$ cat config.mk
export PLATFORM = sky130hd
export DESIGN_NAME = serial_sub
export DESIGN_NICKNAME = d
export VERILOG_FILES = /design/src/rtl/serial_sub_pkg.sv /design/src/rtl/serial_sub_fs_cell.sv /design/src/rtl/serial_sub.sv
export SDC_FILE = /design/constraint.sdc
export NUM_CORES = 1
export LEC_CHECK = 0
export ABC_AREA = 1
export ABC_CLOCK_PERIOD_IN_PS = 1500
export CAP_MARGIN = 20
export CORE_UTILIZATION = 45
export CTS_CLUSTER_DIAMETER = 80
export CTS_CLUSTER_SIZE = 14
export DETAILED_ROUTE_END_ITERATION = 10
export PLACE_DENSITY = 0.73
export RECOVER_POWER = 25
export SETUP_SLACK_MARGIN = 0.1
export SYNTH_ARGS = -nofsm -noshare
export SYNTH_HDL_FRONTEND = slang
export SYNTH_HIERARCHICAL = 1
export SYNTH_SLANG_ARGS = --single-unit
$ cat constraint.sdc
create_clock -name clk -period 1.5 [get_ports clk]
set_input_delay 0.225 -clock clk [delete_from_list [all_inputs] [get_ports clk]]
set_output_delay 0.225 -clock clk [all_outputs]
set_load 0.02 [all_outputs]
$ cat src/rtl/serial_sub_pkg.sv
// Shared arithmetic package for serial_sub: state encoding and counter sizing.
// Latency: n/a (types, constants and an elaboration-time helper only).
// Backpressure: n/a.
package serial_sub_pkg;

    localparam logic [1:0] ST_IDLE = 2'd0;
    localparam logic [1:0] ST_RUN  = 2'd1;
    localparam logic [1:0] ST_DONE = 2'd2;

    typedef enum logic [1:0] {
        S_IDLE = ST_IDLE,
        S_RUN  = ST_RUN,
        S_DONE = ST_DONE
    } state_e;

    // Digit-counter width: ceil(log2(k)), never less than one bit.
    function automatic int cnt_width(input int k);
        return (k <= 2) ? 1 : $clog2(k);
    endfunction

endpackage

$ cat src/rtl/serial_sub_fs_cell.sv
// 1-bit full subtractor cell: d = a - b - bin, with borrow out.
// Latency: purely combinational.
// Backpressure: none.
// Ports: a, b, bin (inputs); d (difference bit), bout (borrow out).
module fs_cell (
    input  logic a,
    input  logic b,
    input  logic bin,
    output logic d,
    output logic bout
);

    assign d    = a ^ b ^ bin;
    // Borrow when b exceeds a, or a == b and a borrow is already pending.
    assign bout = (~a & b) | (~(a ^ b) & bin);

endmodule

$ cat src/rtl/serial_sub.sv
// Digit-serial subtractor: diff = a - b - bin mod 2^WIDTH, DIGIT bits per clock.
// Latency: K = WIDTH/DIGIT cycles from the accepting edge to the done pulse.
// Backpressure: start is accepted only while busy = 0; start during RUN is dropped.
// Ports: clk, rst_n (async, active-low), start, a, b, bin in; busy, done, diff, bout out;
//        ovf (signed overflow) exists only when SERIAL_SUB_OVF_EN is defined.
module serial_sub
    import serial_sub_pkg::*;
#(
    parameter int WIDTH = 8,
    parameter int DIGIT = 1
) (
    input  logic             clk,
    input  logic             rst_n,
    input  logic             start,
    input  logic [WIDTH-1:0] a,
    input  logic [WIDTH-1:0] b,
    input  logic             bin,
    output logic             busy,
    output logic             done,
    output logic [WIDTH-1:0] diff,
    output logic             bout
`ifdef SERIAL_SUB_OVF_EN
    ,
    output logic             ovf
`endif
);

    localparam int K  = WIDTH / DIGIT;
    localparam int CW = cnt_width(K);
    // Holds the already-finished low slices; the newest slice is appended on commit.
    localparam int RW = (K > 1) ? (WIDTH - DIGIT) : 1;

    generate
        if (WIDTH < 2 || DIGIT < 1 || (WIDTH % DIGIT) != 0) begin : g_bad_cfg
            $error("serial_sub: WIDTH must be >= 2 and a multiple of DIGIT");
        end
    endgenerate

    state_e            state_q, state_d;
    logic [CW-1:0]     cnt_q, cnt_d;
    logic [WIDTH-1:0]  a_sh_q, a_sh_d;
    logic [WIDTH-1:0]  b_sh_q, b_sh_d;
    logic [RW-1:0]     res_q, res_d;
    logic              brw_q, brw_d;
    logic [WIDTH-1:0]  diff_q, diff_d;
    logic              bout_q, bout_d;
`ifdef SERIAL_SUB_OVF_EN
    logic              a_msb_q, a_msb_d;
    logic              b_msb_q, b_msb_d;
    logic              ovf_q, ovf_d;
`endif

    // Per-cycle ripple: DIGIT cells chained from the registered borrow.
    logic [DIGIT-1:0]  slice;
    logic [DIGIT:0]    chain;
    logic [WIDTH-1:0]  res_full;
    logic              last_digit;

    assign chain[0] = brw_q;

    generate
        for (genvar i = 0; i < DIGIT; i++) begin : g_cell
            fs_cell u_cell (
                .a    (a_sh_q[i]),
                .b    (b_sh_q[i]),
                .bin  (chain[i]),
                .d    (slice[i]),
                .bout (chain[i+1])
            );
        end

        // Slices arrive LSB first, so each new slice lands above the older ones.
        if (K > 1) begin : g_multi
            assign res_full = {slice, res_q};
        end else begin : g_single
            assign res_full = slice;
        end
    endgenerate

    assign last_digit = (cnt_q == CW'(K - 1));

    always_comb begin
        state_d = state_q;
        cnt_d   = cnt_q;
        a_sh_d  = a_sh_q;
        b_sh_d  = b_sh_q;
        res_d   = res_q;
        brw_d   = brw_q;
        diff_d  = diff_q;
        bout_d  = bout_q;
`ifdef SERIAL_SUB_OVF_EN
        a_msb_d = a_msb_q;
        b_msb_d = b_msb_q;
        ovf_d   = ovf_q;
`endif
        case (state_q)
            S_IDLE, S_DONE: begin
                state_d = S_IDLE;
                if (start) begin
                    state_d = S_RUN;
                    a_sh_d  = a;
                    b_sh_d  = b;
                    brw_d   = bin;
                    cnt_d   = '0;
                    res_d   = '0;
`ifdef SERIAL_SUB_OVF_EN
                    a_msb_d = a[WIDTH-1];
                    b_msb_d = b[WIDTH-1];
`endif
                end
            end
            S_RUN: begin
                a_sh_d = a_sh_q >> DIGIT;
                b_sh_d = b_sh_q >> DIGIT;
                res_d  = RW'(res_full >> DIGIT);
                brw_d  = chain[DIGIT];
                cnt_d  = cnt_q + 1'b1;
                if (last_digit) begin
                    state_d = S_DONE;
                    diff_d  = res_full;
                    bout_d  = chain[DIGIT];
`ifdef SERIAL_SUB_OVF_EN
                    // Operands of opposite sign whose result sign differs from the minuend.
                    ovf_d   = (a_msb_q != b_msb_q) && (res_full[WIDTH-1] != a_msb_q);
`endif
                end
            end
            default: state_d = S_IDLE;
        endcase
    end

    always_ff @(posedge clk or negedge rst_n) begin
        if (!rst_n) begin
            state_q <= S_IDLE;
            cnt_q   <= '0;
            a_sh_q  <= '0;
            b_sh_q  <= '0;
            res_q   <= '0;
            brw_q   <= 1'b0;
            diff_q  <= '0;
            bout_q  <= 1'b0;
`ifdef SERIAL_SUB_OVF_EN
            a_msb_q <= 1'b0;
            b_msb_q <= 1'b0;
            ovf_q   <= 1'b0;
`endif
        end else begin
            state_q <= state_d;
            cnt_q   <= cnt_d;
            a_sh_q  <= a_sh_d;
            b_sh_q  <= b_sh_d;
            res_q   <= res_d;
            brw_q   <= brw_d;
            diff_q  <= diff_d;
            bout_q  <= bout_d;
`ifdef SERIAL_SUB_OVF_EN
            a_msb_q <= a_msb_d;
            b_msb_q <= b_msb_d;
            ovf_q   <= ovf_d;
`endif
        end
    end

    assign busy = (state_q == S_RUN);
    assign done = (state_q == S_DONE);
    assign diff = diff_q;
    assign bout = bout_q;
`ifdef SERIAL_SUB_OVF_EN
    assign ovf  = ovf_q;
`endif

endmodule

==> qor.yml <==
p_per_area_nw_per_um2: 2190
antenna_found_initial: 0
slew_headroom_pct: 66.8
rows: 23
fin_total_pwr_mw: 5.22
core_um2: 4000
met2_length_um: 1590
vias_per_cell: 4.61
grt_pass1_vias: 1351
instances_no_fill: 310
cts_buffer_depth: 2
drv_cap: 0
path_cells: "ha_1 > ha_1 > nand2_4 > buf_12 > nand2_1 > o21ai_2"
h-tree-depth: 2
syn-cell-area_um2: 1880
fin_util_pct: 59.5
fin_setup_tns_ns: 0
dpl.hpwl_um: 2440
diodes: 0
finClkSkew_ns: 0.00535
ys_warn_count: 6
top_layer_used: "met4"
cts.sinks: 38
wl_met3_um: 118
setup.worst_path.class: "flip-flop to flip-flop"
slowest_stage: "dfrtp_1"
clock_latency_ns: 0.29
r2r_cells: 6
rsz0062_at_grt: "no"
fin_crit_ns: 1.31
overflow: 0
r2r_start: "cnt_q[0]$_DFFE_PN0P_"
hold_path_class: "input pin to async pin"
hold_slack_ns: 0.420
start_kind: "flip-flop"
ir_worst_vdd_uv: 1310
period_share_pct: 87.3
crit_path_frequent_cell: "ha_1"
seqCellArea_um2: 951
status: "finished clean"
drc_errors: 0
io_pins: 31
fmaxAchievable_mhz: 764
die_h_um: 66.6
final_max_slew_viol_count: 0
antenna_left: 0
cp.required_ns: 1.72
p_leak_nw: 1.30
hold_viol: 0
drt_first_pass_iters: 4
synthDistinctLibCells: 21
vias: 1430
start_util_pct: 47.0
cts_tree: "yes"
worst_path_dominant_cell_family: "adder cells"
cts_root_buf: "clkbuf_8"
cts_buffers: 5
avgSynthCellArea_um2: 8.47
wl_um: 3420
fin_nets: 282
multiInputGateArea_um2: 671
setup.worst_path.end_class: "flip-flop"
worstMarginPinSlew_ns: 0.499
clkSlewWorstSetupHoldPaths_ns: 0.08
dieArea_um2: 4440
synth.net_count: 245
final_area_um2: 2380
place_area_um2: 2250
fill_cells: 352
placed_cells: 301
reg2reg_slack_ns: 0.19
wl_per_cell_um: 11.0
path_buf_inv: 1
grt_max_degree: 22
crit_arrival_ns: 1.53
seq_area_frac_synth_pct: 50.6
pre_cts_slack_ns: 0.133
first_iter_violations: 47
crit_fanout: 12
ys_ff_latch: 38
r2r_end: "diff[2]$_DFFE_PN0P_"
syn_inst: 222
grt_pass1_wl_um: 5870
port_buffers: 30
critPathMaxStageDelay_ns: 0.40
setup_slack_ns: 0.191
met1Wirelength_um: 1650
drive_above_1_share_pct: 13.8
setup_viol: 0
area_growth_pct: 26.6
gp_congestion: 0.766
track_usage_pct: 18.3
die_w_um: 66.6
-- cell families (layout without fill, tap and decap cells) --
group                    count (synthesis)  after routing  synth area share (%)
AO/OA/AOI/OAI                           19             19                  6.66
AND/OR/NAND/NOR                        108            108                  26.6
buffers and inverters                   54             92                  13.7
adder cells (fa/ha/maj)                  3              3                  2.40
flip-flops                              38             38                  50.6
-- routing by layer --
| layer | track usage (%) | up-vias |
|---|---|---|
| met5 | 0 | - |
| met4 | 7.98 | 0 |
| met3 | 4.62 | 6 |
| met2 | 29.8 | 20 |
| met1 | 22.7 | 651 |
| li1 | - | 753 |
-- layout make-up --
cell class              count  area share, %
clock buffers               5           2.89
inverters                  45           7.41
repair buffers             39           16.0
multi-input cells         130           28.2
clock inverters             3           2.89
well taps                  50           2.63
flip-flops and latches     38           40.0
-- worst max-delay path by stage --
stage                                 startpoint  cells after the start                    end
after global routing      state_q[1]$_DFFE_PN0P_                      7  a_sh_q[5]$_DFFE_PN0P_
after detailed placement                   start                      6      brw_q$_DFFE_PN0P_
after CTS                 state_q[0]$_DFFE_PN0P_                      3                   busy
after floorplan             cnt_q[0]$_DFFE_PN0P_                      6    diff[7]$_DFFE_PN0P_
final                       cnt_q[0]$_DFFE_PN0P_                      6    diff[2]$_DFFE_PN0P_
after global placement                     start                      6  a_sh_q[5]$_DFFE_PN0P_
-- synth_stat cells, drive strengths merged --
cell type | instances | area [µm²]
nand2 | 75 | 332
inv | 45 | 176
dfrtp | 38 | 951
nand3 | 30 | 150
o21ai | 18 | 120
buf | 9 | 81.3
nor2 | 3 | 18.8
ha | 2 | 25.0
a21oi | 1 | 5.00
fa | 1 | 20.0
-- layout by cell type, fill, tap and decap left out, types with 5 or more instances in the layout --
cell	netlist	final
dfrtp_1	38	38
nand3_1	30	30
o21ai_2	8	8
buf_4	2	5
o21ai_0	6	6
clkdlybuf4s50_1	0	18
inv_1	42	42
nand2_1	70	70
dlygate4sd2_1	0	9
clkbuf_8	0	5
-- where the power goes --
group / internal, mW / switching, mW
clock network: 0.666 / 0.376
registers: 1.51 / 0.248
logic: 0.968 / 1.45
total: 3.15 / 2.08
-- registers in the layout, indices dropped and copies added (netlist names) --
| name | count |
|---|---|
| state_q | 2 |
| cnt_q | 3 |
| b_sh_q | 8 |
| res_q | 7 |
| bout | 1 |
| a_sh_q | 8 |
| diff | 8 |
| brw_q | 1 |
-- timing repair --
item	in CTS	in global routing
gates resized for setup	12	3
setup endpoints to repair	11	2
buffers inserted	0	0
endpoints found under the hold margin	17	0
hold buffers	1	0
Note: power is estimated with default switching activity, not from simulation.
